[config.mk]
export PLATFORM = sky130hd
export DESIGN_NAME = dm_store_buffer
export DESIGN_NICKNAME = d
export VERILOG_FILES = /design/src/rtl/dm_store_buffer_pkg.sv /design/src/rtl/sb_fwd_merge.sv /design/src/rtl/dm_store_buffer.sv
export SDC_FILE = /design/constraint.sdc
export NUM_CORES = 1
export LEC_CHECK = 0
export CORE_MARGIN = 1.5
export CORE_UTILIZATION = 25
export CTS_CLUSTER_DIAMETER = 40
export DETAILED_ROUTE_END_ITERATION = 6
export PLACE_DENSITY_LB_ADDON = 0.2
export SETUP_SLACK_MARGIN = 0.05
export SYNTH_ARGS = -nofsm -noshare
export SYNTH_HDL_FRONTEND = slang
export SYNTH_HIERARCHICAL = 1
export SYNTH_SLANG_ARGS = --single-unit
export TNS_END_PERCENT = 1
[constraint.sdc]
create_clock -name clk -period 4.6 [get_ports clk]
set_input_delay 0.69 -clock clk [delete_from_list [all_inputs] [get_ports clk]]
set_output_delay 0.69 -clock clk [all_outputs]
set_load 0.005 [all_outputs]
[src/rtl/dm_store_buffer_pkg.sv]
// Shared types for the DM store buffer: entry layout, lane count, pointer sizing.
package sb_pkg;
  localparam int LANES     = 4;
  localparam int SB_ADDR_W = 32;

  typedef struct packed {
    logic [SB_ADDR_W-3:0] addr_w;
    logic [LANES-1:0]     be;
    logic [31:0]          data;
    logic [31:0]          pc;
  } sb_entry_t;

  function automatic int ptr_w(input int depth);
    return (depth > 1) ? $clog2(depth) : 1;
  endfunction
endpackage

[src/rtl/sb_fwd_merge.sv]
// Per-lane load forwarding: youngest valid entry whose word address matches and
// whose lane enable is set supplies that byte.
module sb_fwd_merge
  import sb_pkg::*;
#(
  parameter int DEPTH = 4,
  parameter int PW    = ptr_w(DEPTH)
) (
  input  sb_entry_t [DEPTH-1:0] ents,
  input  logic [DEPTH-1:0]      vld,
  input  logic [PW-1:0]         head,
  input  logic [SB_ADDR_W-3:0]  ld_addr_w,
  output logic [LANES-1:0]      ld_be,
  output logic [31:0]           ld_data
);
  // Walk oldest to youngest starting at head; later matches overwrite earlier ones.
  always_comb begin
    ld_be   = '0;
    ld_data = '0;
    for (int k = 0; k < DEPTH; k++) begin
      automatic logic [PW-1:0] idx = head + PW'(k);
      if (vld[idx] && ents[idx].addr_w == ld_addr_w) begin
        for (int l = 0; l < LANES; l++) begin
          if (ents[idx].be[l]) begin
            ld_be[l]          = 1'b1;
            ld_data[8*l +: 8] = ents[idx].data[8*l +: 8];
          end
        end
      end
    end
  end
endmodule

[src/rtl/dm_store_buffer.sv]
// Posted-write store FIFO in front of DM with byte-granular load forwarding.
// Define DM_STORE_TRACE_EN to print a trace line for every write drained to DM.
module dm_store_buffer
  import sb_pkg::*;
#(
  parameter int DEPTH  = 4,
  parameter int ADDR_W = 32,
  parameter int DATA_W = 32
) (
  input  logic                       clk,
  input  logic                       reset,
  input  logic                       st_valid,
  output logic                       st_ready,
  input  logic [ADDR_W-1:0]          st_addr,
  input  logic [3:0]                 st_be,
  input  logic [DATA_W-1:0]          st_data,
  input  logic [31:0]                st_pc,
  input  logic [ADDR_W-1:0]          ld_addr,
  output logic                       ld_hit,
  output logic [3:0]                 ld_be,
  output logic [DATA_W-1:0]          ld_data,
  output logic                       dm_we,
  output logic [ADDR_W-1:0]          dm_addr,
  output logic [3:0]                 dm_be,
  output logic [DATA_W-1:0]          dm_wd,
  output logic [31:0]                dm_pc,
  input  logic                       dm_ready,
  output logic [$clog2(DEPTH+1)-1:0] count,
  output logic                       empty
);
  localparam int PW = ptr_w(DEPTH);
  localparam int CW = $clog2(DEPTH+1);

  sb_entry_t [DEPTH-1:0] ents;
  sb_entry_t             push_ent, head_ent;
  logic [DEPTH-1:0]      vld;
  logic [PW-1:0]         head, tail;
  logic                  push, pop;
  logic                  unused;

  assign unused = ^{st_addr[1:0], ld_addr[1:0]};

  // Ready decodes only the registered count, so a full buffer stalls even while draining.
  assign st_ready = (count != CW'(DEPTH));
  assign empty    = (count == '0);
  assign dm_we    = !empty;
  // Empty-mask stores complete the handshake but never occupy a slot.
  assign push     = st_valid && st_ready && (st_be != 4'b0000);
  assign pop      = dm_we && dm_ready;

  always_comb begin
    push_ent        = '0;
    push_ent.addr_w = (SB_ADDR_W-2)'(st_addr[ADDR_W-1:2]);
    push_ent.be     = st_be;
    push_ent.data   = st_data[31:0];
    push_ent.pc     = st_pc;
  end

  always_ff @(posedge clk or negedge reset) begin
    if (!reset) begin
      ents  <= '0;
      vld   <= '0;
      head  <= '0;
      tail  <= '0;
      count <= '0;
    end else begin
      if (push) begin
        ents[tail] <= push_ent;
        vld[tail]  <= 1'b1;
        tail       <= tail + 1'b1;
      end
      if (pop) begin
        vld[head] <= 1'b0;
        head      <= head + 1'b1;
      end
      case ({push, pop})
        2'b10:   count <= count + 1'b1;
        2'b01:   count <= count - 1'b1;
        default: ;
      endcase
    end
  end

  assign head_ent = ents[head];
  assign dm_addr  = {head_ent.addr_w[ADDR_W-3:0], 2'b00};
  assign dm_be    = head_ent.be;
  assign dm_wd    = head_ent.data;
  assign dm_pc    = head_ent.pc;

  sb_fwd_merge #(.DEPTH(DEPTH), .PW(PW)) u_fwd (
    .ents      (ents),
    .vld       (vld),
    .head      (head),
    .ld_addr_w ((SB_ADDR_W-2)'(ld_addr[ADDR_W-1:2])),
    .ld_be     (ld_be),
    .ld_data   (ld_data)
  );

  assign ld_hit = |ld_be;

`ifdef DM_STORE_TRACE_EN
  logic [31:0] merged;
  assign merged = dm_wd & {{8{dm_be[3]}}, {8{dm_be[2]}}, {8{dm_be[1]}}, {8{dm_be[0]}}};
  always @(posedge clk) begin
    if (reset && pop)
      $display("%d@%h: *%h <= %h", $time, dm_pc, dm_addr, merged);
  end
`endif
endmodule

# == After elaboration in Yosys (flattened, before gate mapping) ==
# Index checks and enable logic that the tools add are counted.
# word_totals
inputBits,136
out_inout_bits,143
ff_bits,403
word_cells,123
# classes
magnitude_cmp,7
addsub,6
n_bitwise,3
n_eq_ne,7
reduce_logical,14
n_mux,66
# ops
op,count
98-bit binary-select mux with 2-bit select,4
98-bit 2-to-1 mux,5
392-bit bitwise mux,1
98-bit demux with 2-bit select,1
32-bit 2-to-1 mux,4
8-bit 2-to-1 mux,16
30-bit equality test,4
4-bit 2-to-1 mux,6
1-bit 2-to-1 mux,22
"2-bit by 3-bit < comparator with 1-bit output, second input constant",5
1-bit logical AND,9
1-bit binary-select mux with 2-bit select,4
3-bit case mux with 2 select lines,1
"2-bit by 1-bit adder with 2-bit output, second input constant",2
"2-bit adder, second input constant",2
4-bit AND,1
1-bit demux with 2-bit select,2
"2-bit by 1-bit >= comparator with 1-bit output, second input constant",2
4-bit NOT,1
4-bit OR,1
4-bit nonzero test,1
4-bit OR reduction,1
"3-bit by 1-bit adder with 3-bit output, second input constant",1
3-bit logical NOT,1
6 further kinds,6

# == Longest topological paths before layout ==
# depth
word_depth,12
mapped_depth,18
mapped_depth_nobuf,10

# == Cells and area by module ==
# The synthesis kept the hierarchy.
# modules_own_cells
module,instances,cells_per_inst,area_each_um2
dm_store_buffer,1,1016,18308.8
sb_fwd_merge,1,1262,9293.9

# == Least setup slack after synthesis ==
# OpenSTA, ideal clock, no wires.
# synth_timing
path_type,reg2out
from,register head[1]
to,output ld_hit
path_slack_ns,0.076
stages_incl_launch_ff,15
t_arrival_ns,3.834
n_path_buf,6
cell_sequence,dfrtp_1 -> buf_6 -> buf_6 -> buf_6 -> buf_4 -> buf_2 -> mux2i_1 -> xnor2_1 -> nor3_1 -> nand4_1 -> a22o_1 -> clkbuf_1 -> nor3_1 -> or4b_2 -> or4_1
# synth_via
elab_chain_cells,12
word_cells_on_any_way,48
classes_between,3 x add/sub; 4 x eq/ne; 36 x mux; 5 x reduce/logical
# synth_lines
element,line_no,rtl
"start, declared",dm_store_buffer.sv:37,"logic [PW-1:0] head, tail;"
"start signal, assigned",dm_store_buffer.sv:74,head <= head + 1'b1;
"parallel branches: the longest is 10 deep, another holds 2-bit by 1-bit adder with 2-bit output",--,
4-bit 2-to-1 mux (*),sb_fwd_merge.sv:22,if (vld[idx] && ents[idx].addr_w == ld_addr_w) begin
net ld_be[0],dm_store_buffer.sv:20,"output logic [3:0] ld_be,"
4-bit OR reduction (*),dm_store_buffer.sv:99,assign ld_hit = |ld_be;
"end, declared",dm_store_buffer.sv:19,"output logic ld_hit,"
# Mark *: on every way through the listed nets, which the timed path passes. The select of a mux whose other input is x is not followed.

# == Worst setup path after layout ==
# layout_timing
from,register head[1]
to,output ld_data[12]
# layout_via
elab_chain_cells,11
word_cells_on_any_way,35
classes_between,3 x add/sub; 4 x eq/ne; 24 x mux; 4 x reduce/logical
# layout_lines
element,line_no,rtl
"parallel branches: the longest is 10 deep, another holds 2-bit by 1-bit adder with 2-bit output",--,
32-bit 2-to-1 mux (*),sb_fwd_merge.sv:22,
"end, declared",dm_store_buffer.sv:21,"output logic [DATA_W-1:0] ld_data,"
# Every way passes the cells marked *. The select of a mux whose other input is x is not followed.

==> reports/summary.md <==
The flow ran to the end, but the final reports show violations. The final reports fail on negative setup slack. In the final routed layout, each cell accounts on average for 23.9 um.

Dividing total power by cell area gives a power density of 859 nW/um^2. The highest layer touched by signal routing is met5. TritonCTS built the clock tree. The worst setup path is launched from a flip-flop.

Slowest stage cell on the critical path: sky130_fd_sc_hd__or4_4. The number of filler cells placed in the layout is 10671, and the number of flops mapped to enable cells by yosys is 0. The first global-routing pass estimated 162 mm of wire. The number of clock sinks seen by CTS was 403; the die extent in y was 335 um.

The synthesized netlist contains 87 unique library cells. Setup repair after global routing could not meet its margin everywhere. For the residual antenna-violating net count after detailed routing, the log shows 0. In the global route stage, overall resource usage came out at 19.1%. The floorplan step set the die width to 335 um.

The number of warnings reported in the yosys synthesis log was 6. In the final layout, the multi-input gates occupy 16900 sq um. The synthesized design contains 403 register bits. After detailed routing, the number of vias per cell comes to 4.99. The count of buffers added on input and output ports is 272. For the setup slack after layout, the log shows -0.945 ns. After routing, the total negative slack on setup checks comes to -28.75 ns. Post-route clock period utilization: 121%. The total area inside the core boundary comes to 109000 sq um.

Buffers inserted to repair hold after CTS numbered 0. IR analysis of the VDD net gives a maximum drop of 414 uV. Across the routed clock network, the largest skew measured is 0.0407 ns. For the number of pins exceeding their max-slew limit in the final report, the log shows 0. Once layout is complete, the cells apart from fillers number 4513.

The library cell used most frequently in the layout, excluding fill and tap cells, is sky130_fd_sc_hd__buf_4. The area added between synthesis and finish was 41.6%. The clock edge transition at the registers on the reported setup and hold paths works out to 0.05 ns.

The register area is 10100 sq um, and the total grt overflow is 0. For the number of max-capacitance violations reported, the log shows 0. For this run, design rule violations remaining after detail routing come to 0. The startpoint of the worst setup timing path is head[1]. For the detailed-route wire length on metal 1, the log shows 48.0 mm.

The half-perimeter wire length after placement was 79.0 mm; the highest fanout seen on the critical path was 9. In the final layout, the share of cells above drive strength 1 is 45.1%. In this run the static leakage power is 16.4 nW. The startpoint identified for the worst register-to-register timing path is head[1]. In this run the tightest slew margin relative to its limit is 16.9%. The run gives 14 as the initial antenna violation count.

In the synthesized netlist the dominant register cell turns out to be sky130_fd_sc_hd__dfrtp_1. At the end of routability-driven placement, the weighted congestion stood at 0.926. For the buffer depth of the longest clock path, the log shows 3.

Cells fill 35.8% of the core in the end. At the pin with the least slew margin, the transition time is 1.25 ns. The signal on the critical path passes through clkbuf_16 > buf_6 > mux2i_1 > buf_4 > mux2i_1 > xnor2_1 > nand4_1 > or4_4 > or2_4 > buf_4 > o221ai_1 > o221ai_2 > a211o_1 > clkdlybuf4s15_2. Hold is met by 0.0834 ns. The count of final hold-check violations was 0; the instance count after placement with tap cells included was 4313.

For the number of cell rows, the log shows 121. The worst setup path is of the reg -> out kind. The initial utilization of the core area, before any placement, comes to 25.3%. The run gives 39100 sq um as the final instance area. The die covers 112000 sq um. Entering global routing, the biggest net connects 132 pins. The tools report the total standard cell area after synthesis as 27600 sq um.

Cell type group with the largest total delay on the critical path: simple AND/OR/NAND/NOR gates. In the layout the commonest cells are sky130_fd_sc_hd__buf_4 (458), sky130_fd_sc_hd__dfrtp_1 (401), sky130_fd_sc_hd__mux2_2 (259). The total wire length came out at 108 mm. The logs give 1426 for the number of violations reported at the end of detailed-routing iteration 0 and 2278 for the instance count of the mapped netlist. The number of clock buffers added by TritonCTS is 89.

The logs give 23975 for the via count of the first global-routing pass and 0.180 GHz for the maximum clock frequency. During I/O placement, the number of pins put on the boundary was 279. Data on the critical path is required at its endpoint by 3.91 ns. Setup violations remaining at the end of the flow were counted as 37.

The largest stage delay on the critical path is 0.68 ns, and the buffer and inverter count on the worst path is 5. The tools report the root cell of the clock tree as sky130_fd_sc_hd__clkbuf_16. For this run, the detailed router's first-pass iteration total came to 5. The number of logic stages on the critical path including buffering was 14. The path class of the tightest hold or removal check is in -> async. The run gives 0.67 ns as the clock latency on the worst-skew pair. The synthesized area per cell is 12.1 sq um.

The tools report the routed length on met2 as 50.4 mm. Share of synthesized flip-flops with an asynchronous set or reset: 100%. STA classifies the critical path endpoint as a primary output.

The net count of the finished layout was 3110; the minimum period implied by the final worst setup slack was 5.55 ns. Counting cells, the worst reg-to-reg path comes to 7. The part of the Yosys area used for sequential elements is 36.5%, and the placement-stage cell area is 35000 sq um. After detailed routing, the met3 layer carries 6.15 mm of wire. The H-tree was split into 3 levels. The tools report the total number of vias as 22515. For the worst setup path, the data arrival time is 4.86 ns.
## state kept, by name, indices dropped and copies added (netlist names)
name and flops:
vld 4, head 2, count 3, tail 2, ents 392
## layout make-up
class | count | share of cell area, %
multi-input cells | 1656 | 43.3
flip-flops and latches | 403 | 25.8
repair buffers | 785 | 18.0
clock buffers | 119 | 6.37
well taps | 1476 | 4.73
clock inverters | 42 | 1.48
inverters | 29 | 0.285
diodes | 3 | 0.0192
## kinds of logic after synthesis
group / share of synthesized area, %
AO/OA/AOI/OAI: 8.37
flip-flops: 36.5
other: 0.0136
XOR/XNOR: 3.46
adder cells (fa/ha/maj): 0.480
buffers and inverters: 4.41
AND/OR/NAND/NOR: 8.21
multiplexers: 38.5
## cells in the mapped netlist, drive strengths merged, types with 7 or more instances
library cell  instances  area share, %
a2bb2oi              14           0.44
mux4                107            8.7
inv                  29           0.40
nand3                42           0.76
or4                  11           0.31
or3                  13           0.29
xor2                 27           0.86
a22o                 20           0.63
ha                    9           0.41
nand4                38           0.86
o211ai               11           0.30
o2111ai               7           0.22
o221ai                7           0.22
a2111oi              14           0.44
o21ai                56            1.0
and2                 11           0.25
a221oi                8           0.25
a211oi               34           0.92
mux2                459             21
a21oi                46           0.83
nor4                 31           0.81
a21o                  9           0.24
o31ai                18           0.49
mux2i               229            8.4
nor2                 98            1.3
xnor2                82            2.6
and3                  9           0.20
nor3                 53            1.1
and4                  7           0.22
clkbuf               70           0.97
a22oi                10           0.27
o22ai                15           0.34
nor3b                11           0.30
dfrtp               403             37
buf                 121            3.0
nand2                63           0.86
## path summary, 6_finish.rpt
kind | end | slack, ns
max reg2reg | head[1] | 1.81
min | ents[203] | 0.08
max in group asynchronous | count[1] | 3.19
min in group clk | ents[301] | 0.50
max | ld_data[12] | -0.95
min reg2reg | ents[301] | 0.50
## metrics by stage
| stage | worst slack [ns] | power (mW) |
|---|---|---|
| final | -0.945 | 33.6 |
| after detailed placement | -0.887 | 26.3 |
| after global routing | -0.995 | 35.5 |
| after global placement | -0.942 | 26.1 |
| after CTS | -0.930 | 33.7 |
| after floorplan | 0.0761 | 17.4 |
## report_power, final
group	total [mW]	switching [mW]	internal (mW)
sequential	6.97	1.57	5.40
clock	6.50	2.15	4.35
combinational	20.1	9.13	11.0
## routing by layer
layer	vias up	global-route usage, %
met5	-	0
met1	11626	25.2
met2	606	30.9
li1	10092	-
met3	177	4.24
met4	14	6.10
## timing repair
action                                  4_1_cts  5_1_grt
setup buffers                                28        4
pin swaps                                    63       21
resized for setup                           235       29
endpoints found under the setup margin       69       73
gates cloned                                  3        1
Note: power is estimated with default switching activity, not from simulation.
